### src/rtl/cordic_pkg.sv
// Shared CORDIC constants: Q.24 degree angles, gain correction and the arctangent table.
package cordic_pkg;

  localparam int unsigned ANGLE_FRAC = 24;

  localparam logic [63:0] DEG_90  = 64'h0000_0000_5A00_0000;
  localparam logic [63:0] DEG_180 = 64'h0000_0000_B400_0000;
  localparam logic [63:0] DEG_360 = 64'h0000_0001_6800_0000;

  // 1/K for the accumulated micro-rotation gain, Q.24
  localparam logic [23:0] CORDIC_K_INV = 24'h9B74EE;

  typedef enum logic [1:0] {
    StIdle,
    StRot,
    StScale
  } cordic_state_e;

  // round(atan(2^-i) * 180/pi * 2^24)
  function automatic logic [31:0] atan_tab(input logic [4:0] idx);
    logic [31:0] val;
    case (idx)
      5'd0:    val = 32'h2D00_0000;
      5'd1:    val = 32'h1A90_A732;
      5'd2:    val = 32'h0E09_4740;
      5'd3:    val = 32'h0720_0112;
      5'd4:    val = 32'h0393_8AA6;
      5'd5:    val = 32'h01CA_3795;
      5'd6:    val = 32'h00E5_2A1B;
      5'd7:    val = 32'h0072_96D8;
      5'd8:    val = 32'h0039_4BA5;
      5'd9:    val = 32'h001C_A5DA;
      5'd10:   val = 32'h000E_52EE;
      5'd11:   val = 32'h0007_2977;
      5'd12:   val = 32'h0003_94BC;
      5'd13:   val = 32'h0001_CA5E;
      5'd14:   val = 32'h0000_E52F;
      5'd15:   val = 32'h0000_7297;
      5'd16:   val = 32'h0000_394C;
      5'd17:   val = 32'h0000_1CA6;
      5'd18:   val = 32'h0000_0E53;
      5'd19:   val = 32'h0000_0729;
      5'd20:   val = 32'h0000_0395;
      5'd21:   val = 32'h0000_01CA;
      5'd22:   val = 32'h0000_00E5;
      5'd23:   val = 32'h0000_0073;
      default: val = 32'h0000_0000;
    endcase
    return val;
  endfunction

endpackage

### src/rtl/cordic_vectoring_if.sv
// Start/busy/done request channel of the vectoring engine.
interface cordic_vectoring_if #(
  parameter int unsigned W = 64
);
  logic                start;
  logic signed [W-1:0] x_in;
  logic signed [W-1:0] y_in;
  logic                busy;
  logic                done;
  logic        [W-1:0] mag;
  logic signed [W-1:0] angle;

  modport master (
    output start, x_in, y_in,
    input  busy, done, mag, angle
  );

  modport slave (
    input  start, x_in, y_in,
    output busy, done, mag, angle
  );
endinterface

### src/rtl/cordic_vec_stage.sv
// One combinational vectoring micro-rotation: drives y toward zero, accumulating angle in z.
module cordic_vec_stage
  import cordic_pkg::*;
#(
  parameter int unsigned W = 64
) (
  input  logic signed [W+1:0] x_i,
  input  logic signed [W+1:0] y_i,
  input  logic signed [W+1:0] z_i,
  input  logic        [4:0]   iter_i,
  output logic signed [W+1:0] x_o,
  output logic signed [W+1:0] y_o,
  output logic signed [W+1:0] z_o
);

  logic signed [W+1:0] x_sh;
  logic signed [W+1:0] y_sh;
  logic signed [W+1:0] atan_v;

  always_comb begin
    x_sh   = x_i >>> iter_i;
    y_sh   = y_i >>> iter_i;
    atan_v = (W+2)'(atan_tab(iter_i));
    if (!y_i[W+1]) begin
      x_o = x_i + y_sh;
      y_o = y_i - x_sh;
      z_o = z_i + atan_v;
    end else begin
      x_o = x_i - y_sh;
      y_o = y_i + x_sh;
      z_o = z_i - atan_v;
    end
  end

endmodule

### src/rtl/cordic_vectoring.sv
// Iterative CORDIC vectoring engine: (x, y) -> magnitude and atan2 angle in Q.24 degrees.
module cordic_vectoring
  import cordic_pkg::*;
#(
  parameter int unsigned W    = 64,
  parameter int unsigned ITER = 16
) (
  input logic               clk,
  input logic               rst,
  cordic_vectoring_if.slave bus
);

  localparam int unsigned WI = W + 2;
  localparam int unsigned PW = WI + 24;

  typedef logic signed [WI-1:0] ext_t;
  typedef logic signed [PW-1:0] prod_t;

  localparam ext_t  Deg90  = ext_t'(DEG_90);
  localparam ext_t  Deg180 = ext_t'(DEG_180);
  localparam ext_t  Deg360 = ext_t'(DEG_360);
  localparam prod_t MagMax = prod_t'({(W-1){1'b1}});

  cordic_state_e state_q, state_d;
  ext_t          x_q, x_d, y_q, y_d, z_q, z_d;
  logic [4:0]    iter_q, iter_d;
  logic          zero_q, zero_d;
  logic          busy_q, busy_d;
  logic          done_q, done_d;
  logic [W-1:0]  mag_q, mag_d;
  logic [W-1:0]  angle_q, angle_d;

  ext_t  x_ext, y_ext;
  ext_t  x_rot, y_rot, z_rot;
  prod_t prod, scaled;

  assign x_ext = ext_t'(bus.x_in);
  assign y_ext = ext_t'(bus.y_in);

  cordic_vec_stage #(
    .W (W)
  ) u_stage (
    .x_i    (x_q),
    .y_i    (y_q),
    .z_i    (z_q),
    .iter_i (iter_q),
    .x_o    (x_rot),
    .y_o    (y_rot),
    .z_o    (z_rot)
  );

  always_ff @(posedge clk) begin
    if (rst) begin
      state_q <= StIdle;
      x_q     <= '0;
      y_q     <= '0;
      z_q     <= '0;
      iter_q  <= '0;
      zero_q  <= 1'b0;
      busy_q  <= 1'b0;
      done_q  <= 1'b0;
      mag_q   <= '0;
      angle_q <= '0;
    end else begin
      state_q <= state_d;
      x_q     <= x_d;
      y_q     <= y_d;
      z_q     <= z_d;
      iter_q  <= iter_d;
      zero_q  <= zero_d;
      busy_q  <= busy_d;
      done_q  <= done_d;
      mag_q   <= mag_d;
      angle_q <= angle_d;
    end
  end

  always_comb begin
    state_d = state_q;
    unique case (state_q)
      StIdle:  if (bus.start) state_d = StRot;
      StRot:   if (iter_q == 5'(ITER - 1)) state_d = StScale;
      StScale: state_d = StIdle;
      default: state_d = StIdle;
    endcase
  end

  always_comb begin
    x_d     = x_q;
    y_d     = y_q;
    z_d     = z_q;
    iter_d  = iter_q;
    zero_d  = zero_q;
    busy_d  = busy_q;
    done_d  = 1'b0;
    mag_d   = mag_q;
    angle_d = angle_q;
    prod    = prod_t'(x_q) * prod_t'(CORDIC_K_INV);
    scaled  = prod >>> ANGLE_FRAC;
    unique case (state_q)
      StIdle: begin
        if (bus.start) begin
          iter_d = '0;
          busy_d = 1'b1;
          zero_d = (bus.x_in == '0) && (bus.y_in == '0);
          // Fold left half-plane into the right so the iterations converge
          if (!bus.x_in[W-1]) begin
            x_d = x_ext;
            y_d = y_ext;
            z_d = '0;
          end else if (!bus.y_in[W-1]) begin
            x_d = y_ext;
            y_d = -x_ext;
            z_d = Deg90;
          end else begin
            x_d = -y_ext;
            y_d = x_ext;
            z_d = -Deg90;
          end
        end
      end
      StRot: begin
        x_d    = x_rot;
        y_d    = y_rot;
        z_d    = z_rot;
        iter_d = iter_q + 5'd1;
      end
      StScale: begin
        done_d = 1'b1;
        busy_d = 1'b0;
        if (zero_q) begin
          mag_d   = '0;
          angle_d = '0;
        end else begin
          if (scaled > MagMax) begin
            mag_d = {1'b0, {(W-1){1'b1}}};
          end else if (scaled < 0) begin
            mag_d = '0;
          end else begin
            mag_d = scaled[W-1:0];
          end
          if (z_q <= -Deg180) begin
            angle_d = W'(z_q + Deg360);
          end else begin
            angle_d = W'(z_q);
          end
        end
      end
      default: ;
    endcase
  end

  assign bus.busy  = busy_q;
  assign bus.done  = done_q;
  assign bus.mag   = mag_q;
  assign bus.angle = angle_q;

endmodule
### src/flat_wrapper.sv
// flat-port wrapper written by rule: the top's interface ports become plain ports
module cordic_vectoring_flat import cordic_pkg::*;
#(
  parameter int unsigned W    = 64,
  parameter int unsigned ITER = 16
)
  (clk, rst, bus_start, bus_x_in, bus_y_in, bus_busy, bus_done, bus_mag, bus_angle);
  cordic_vectoring_if #(.W(W)) bus_i ();
  input logic clk;
  input logic rst;
  input wire logic [$bits(bus_i.start)-1:0] bus_start;
  input wire logic [$bits(bus_i.x_in)-1:0] bus_x_in;
  input wire logic [$bits(bus_i.y_in)-1:0] bus_y_in;
  output wire logic [$bits(bus_i.busy)-1:0] bus_busy;
  output wire logic [$bits(bus_i.done)-1:0] bus_done;
  output wire logic [$bits(bus_i.mag)-1:0] bus_mag;
  output wire logic [$bits(bus_i.angle)-1:0] bus_angle;
  assign bus_i.start = bus_start;
  assign bus_i.x_in = bus_x_in;
  assign bus_i.y_in = bus_y_in;
  assign bus_busy = bus_i.busy;
  assign bus_done = bus_i.done;
  assign bus_mag = bus_i.mag;
  assign bus_angle = bus_i.angle;
  cordic_vectoring #(.W(W), .ITER(ITER)) u_core (.clk(clk), .rst(rst), .bus(bus_i));
endmodule
### config.mk
export PLATFORM = sky130hd
export DESIGN_NAME = cordic_vectoring_flat
export DESIGN_NICKNAME = d
export VERILOG_FILES = /design/src/rtl/cordic_pkg.sv /design/src/rtl/cordic_vectoring_if.sv /design/src/rtl/cordic_vec_stage.sv /design/src/rtl/cordic_vectoring.sv /design/src/flat_wrapper.sv
export SDC_FILE = /design/constraint.sdc
export NUM_CORES = 2
export LEC_CHECK = 0
export BUFFER_PORTS_ARGS = -buffer_cell sky130_fd_sc_hd__buf_2
export CAP_MARGIN = 20
export CORE_UTILIZATION = 40
export CTS_BUF_LIST = sky130_fd_sc_hd__clkbuf_16
export DETAILED_ROUTE_END_ITERATION = 8
export GPL_TIMING_DRIVEN = 1
export PLACE_DENSITY_LB_ADDON = 0.12
export SYNTH_ARGS = -nofsm -noshare
export SYNTH_HDL_FRONTEND = slang
export SYNTH_SLANG_ARGS = --single-unit
### constraint.sdc
create_clock -name clk -period 9.65 [get_ports clk]
set_clock_uncertainty 0.05 [all_clocks]
set_input_delay 0.965 -clock clk [delete_from_list [all_inputs] [get_ports clk]]
set_output_delay 0.965 -clock clk [all_outputs]
set_load 0.01 [all_outputs]
==> flow_summary.yaml <==
floorplan:
  die_area_um2: 192000
  fp.dieW_um: 438
  die_h_um: 438
  row_count: 159
  initial_core_util_pct: 40.4
  ios: 261
  core_um2: 188000
timing:
  finalHoldViolCount: 0
  setup_violations: 0
  fmax_mhz: 111
  relSlewSlack_pct: 17.3
  slew_viol_final: 0
  tightest_slew_ns: 1.23
  layout_min_cycle_time_ns: 8.98
  fin_tns_setup_ns: 0
  period_share_pct: 93.1
  rsz0062_at_grt: "no"
route:
  drt-initial-drc-count: 6776
  viasPerCell: 5.91
  dr.pass1.iters: 9
  ant_nets: 0
  vias: 68600
  drc_errors: 0
  wl_per_cell_um: 26.5
  wl_um: 308000
worst_hold_path:
  hold_depth: 2
  hp-start: "u_core.bus.mag[12]"
  hp-class: "flop to flop"
  holdPathEnd: "u_core.bus.mag[12]"
critical_path:
  crit_required_ns: 10.20
  rr_worst_depth: 25
  r2r_slack_ns: 0.67
  r2r_start: "u_core.x_q[33]"
  crit_fanout: 53
  crit_arrival_ns: 9.53
  end_kind: "flop"
  path_class: "flop to flop"
  start_kind: "flop"
  r2r_end: "u_core.bus.mag[6]"
grt:
  grt_overflow: 0
  grt_max_degree: 113
  grt_pass1_vias: 67600
  grt_pass1_wl_um: 455000
  grtUsageTotal_pct: 31.5
  antenna_found_initial: 2
final_layout:
  layout.nets: 10700
  drive_gt1_share_pct: 10.5
  areaGrowthSynthToFinish_pct: 7.94
  fillers: 19200
yosys:
  synth_edf_count: 0
  synthTopCellsByArea: "fa_1 23%, ha_1 11%, dfxtp_1 9.6%"
  synthArstFlopShare_pct: 0
  synth_area_per_cell_um2: 8.45
  yosysTopAreaCell: "fa_1"
  synthFlopType: "dfxtp_1"
  synth_top_area_share_pct: 22.6
  yosys_register_bits: 366
  synth_fp_nets: 10600
  syn_area_um2: 76000
  syn_inst: 8995
  seq_area_frac_synth_pct: 9.64
  synth-warning-count: 0
  synth_cell_types: 104
clock_tree:
  cts_tree: "yes"
  cts_buffers: 51
  cts-resized-gates: 0
  clk_latency_ns: 0.72
  max-clock-path-buffers: 3
  ctsRootBufferMaster: "clkbuf_16"
  cts_max_level: 2
  clkTransAtPathRegs_ns: 0.06
  clock_sinks: 366
run:
  max-cap-violations: 0
place:
  place.gp.congestion: 1.01
  dp_hpwl_um: 254000
  io_buffer_count: 260
status:
  status: "complete, no violations"
-- Yosys cell counts (182+ instances only) --
master / number
xor2_1: 248
xnor2_1: 296
nor2_1: 641
a21oi_1: 611
mux2i_1: 182
inv_1: 1326
fa_1: 859
o21ai_0: 407
clkbuf_1: 333
nor3_1: 191
nand2_1: 555
a211oi_1: 197
a21o_1: 211
ha_1: 650
dfxtp_1: 366
-- repair_timing --
action | in CTS | in global routing
endpoints found under the setup margin | 0 | 6
hold buffers | 0 | 0
buffers inserted | 0 | 4
-- cells by family (layout without fill, tap and decap cells) --
kind of cell	count (synthesis)	count (layout)	share of synthesized area (%)
simple gates	2015	2015	12.5
other cells	0	2	0
compound gates	2293	2293	19.7
fa+ha+maj	1509	1509	33.3
flops	366	366	9.64
xor+xnor	544	544	6.27
buf+inv	1805	1916	9.38
mux	463	463	9.16
-- area by class of cell --
type | count | area, um2 | share of cell area [%]
clock buffer | 52 | 1300 | 1.59
inverter | 1329 | 4990 | 6.08
clock inverter | 44 | 458 | 0.558
multi-input combinational | 6824 | 61600 | 75.1
timing repair buffer | 491 | 3160 | 3.85
antenna | 2 | 5.00 | 0.00610
tap | 2495 | 3120 | 3.81
sequential | 366 | 7350 | 8.97
-- metal layers --
metal  wire (um)  share of wire [%]  vias to the layer above  global-route usage, %
met5          13             0.0042                        -                      0
met4       17500                5.7                        2                   15.3
li1            -                  -                    31400                      -
met1      130000                 42                    34400                   42.0
met3       18100                5.9                      458                   3.86
met2      142000                 46                     2303                   50.6
-- per-stage QoR --
step                      hold WS (ns)  worst slack [ns]  instances  area, um2  utilization (%)
after floorplan                  0.411              1.23       8995      76000                -
after global placement           0.383             0.853      11500      80100             42.6
after detailed placement         0.388             0.437      11500      80200             42.6
after CTS                        0.404             0.399      11600      81900             43.5
after global routing             0.426             0.255      11600      82000             43.6
final                            0.396             0.666      11600      82000             43.6
-- state kept, by name (all words and copies together) (netlist names) --
signal and flops:
u_core.zero_q 1, u_core.bus.mag 64, u_core.iter_q 5, u_core.z_q 66, u_core.bus.busy 1, u_core.bus.angle 64
u_core.x_q 66, u_core.state_q 2, u_core.y_q 66, u_core.u_stage.atan_v 30, u_core.bus.done 1
-- how the worst max path moves through the flow --
stage | start | endpoint | slack [ns] | cells past startpoint
3_3_place_gp | u_core.x_q[33] | u_core.bus.mag[52] | 0.85 | 24
6_report | u_core.x_q[33] | u_core.bus.mag[6] | 0.67 | 25
4_1_cts | u_core.x_q[23] | u_core.bus.mag[62] | 0.40 | 24
2_1_floorplan | u_core.x_q[65] | u_core.bus.mag[21] | 1.23 | 25
5_1_grt | u_core.x_q[25] | u_core.bus.mag[6] | 0.26 | 26
3_5_place_dp | u_core.x_q[33] | u_core.bus.mag[62] | 0.44 | 24
-- worst max-delay path, stage by stage, from the launching register on --
cell and delay (ns):
dfxtp_1 0.83, fa_1 0.52, inv_1 0.09, fa_1 0.43, fa_1 0.49, fa_1 0.53
inv_1 0.05, fa_1 0.48, fa_1 0.55, inv_1 0.06, fa_1 0.53, inv_1 0.04
ha_1 0.43, nand4_1 0.24, or4_1 0.60, or2_0 0.23, a2111oi_0 0.45, nor3_1 0.11
buf_4 0.19, o31a_1 0.42, o21ai_1 0.44, mux2i_1 0.19, a311oi_4 0.29, buf_4 0.20
buf_12 0.21, o21ai_0 0.13
-- placed cells by master (no fill, tap or decap), drive strengths merged, types with 46 or more instances in the layout --
master / synthesis / routed
dfxtp: 366 / 366
o22ai: 89 / 89
o211ai: 64 / 64
a31oi: 105 / 105
or3: 49 / 49
nand2: 555 / 555
a211oi: 197 / 197
and2: 46 / 46
o21ai: 415 / 415
nor2: 642 / 642
buf: 143 / 491
mux2: 106 / 106
a21o: 211 / 211
nand2b: 63 / 63
o21bai: 68 / 68
nand3: 106 / 106
nor2b: 53 / 53
inv: 1328 / 1333
nor4: 51 / 51
mux2i: 182 / 182
a22oi: 52 / 52
fa: 859 / 859
xor2: 248 / 248
nor3: 191 / 191
nand4: 82 / 82
xnor2: 296 / 296
ha: 650 / 650
o31ai: 50 / 50
mux4: 175 / 175
a2111oi: 53 / 53
and3: 51 / 51
o21a: 56 / 56
clkbuf: 333 / 52
a21oi: 611 / 611
Power is not shown: default switching activity piles up to over one toggle a cycle in this logic, so the estimate is an artifact.
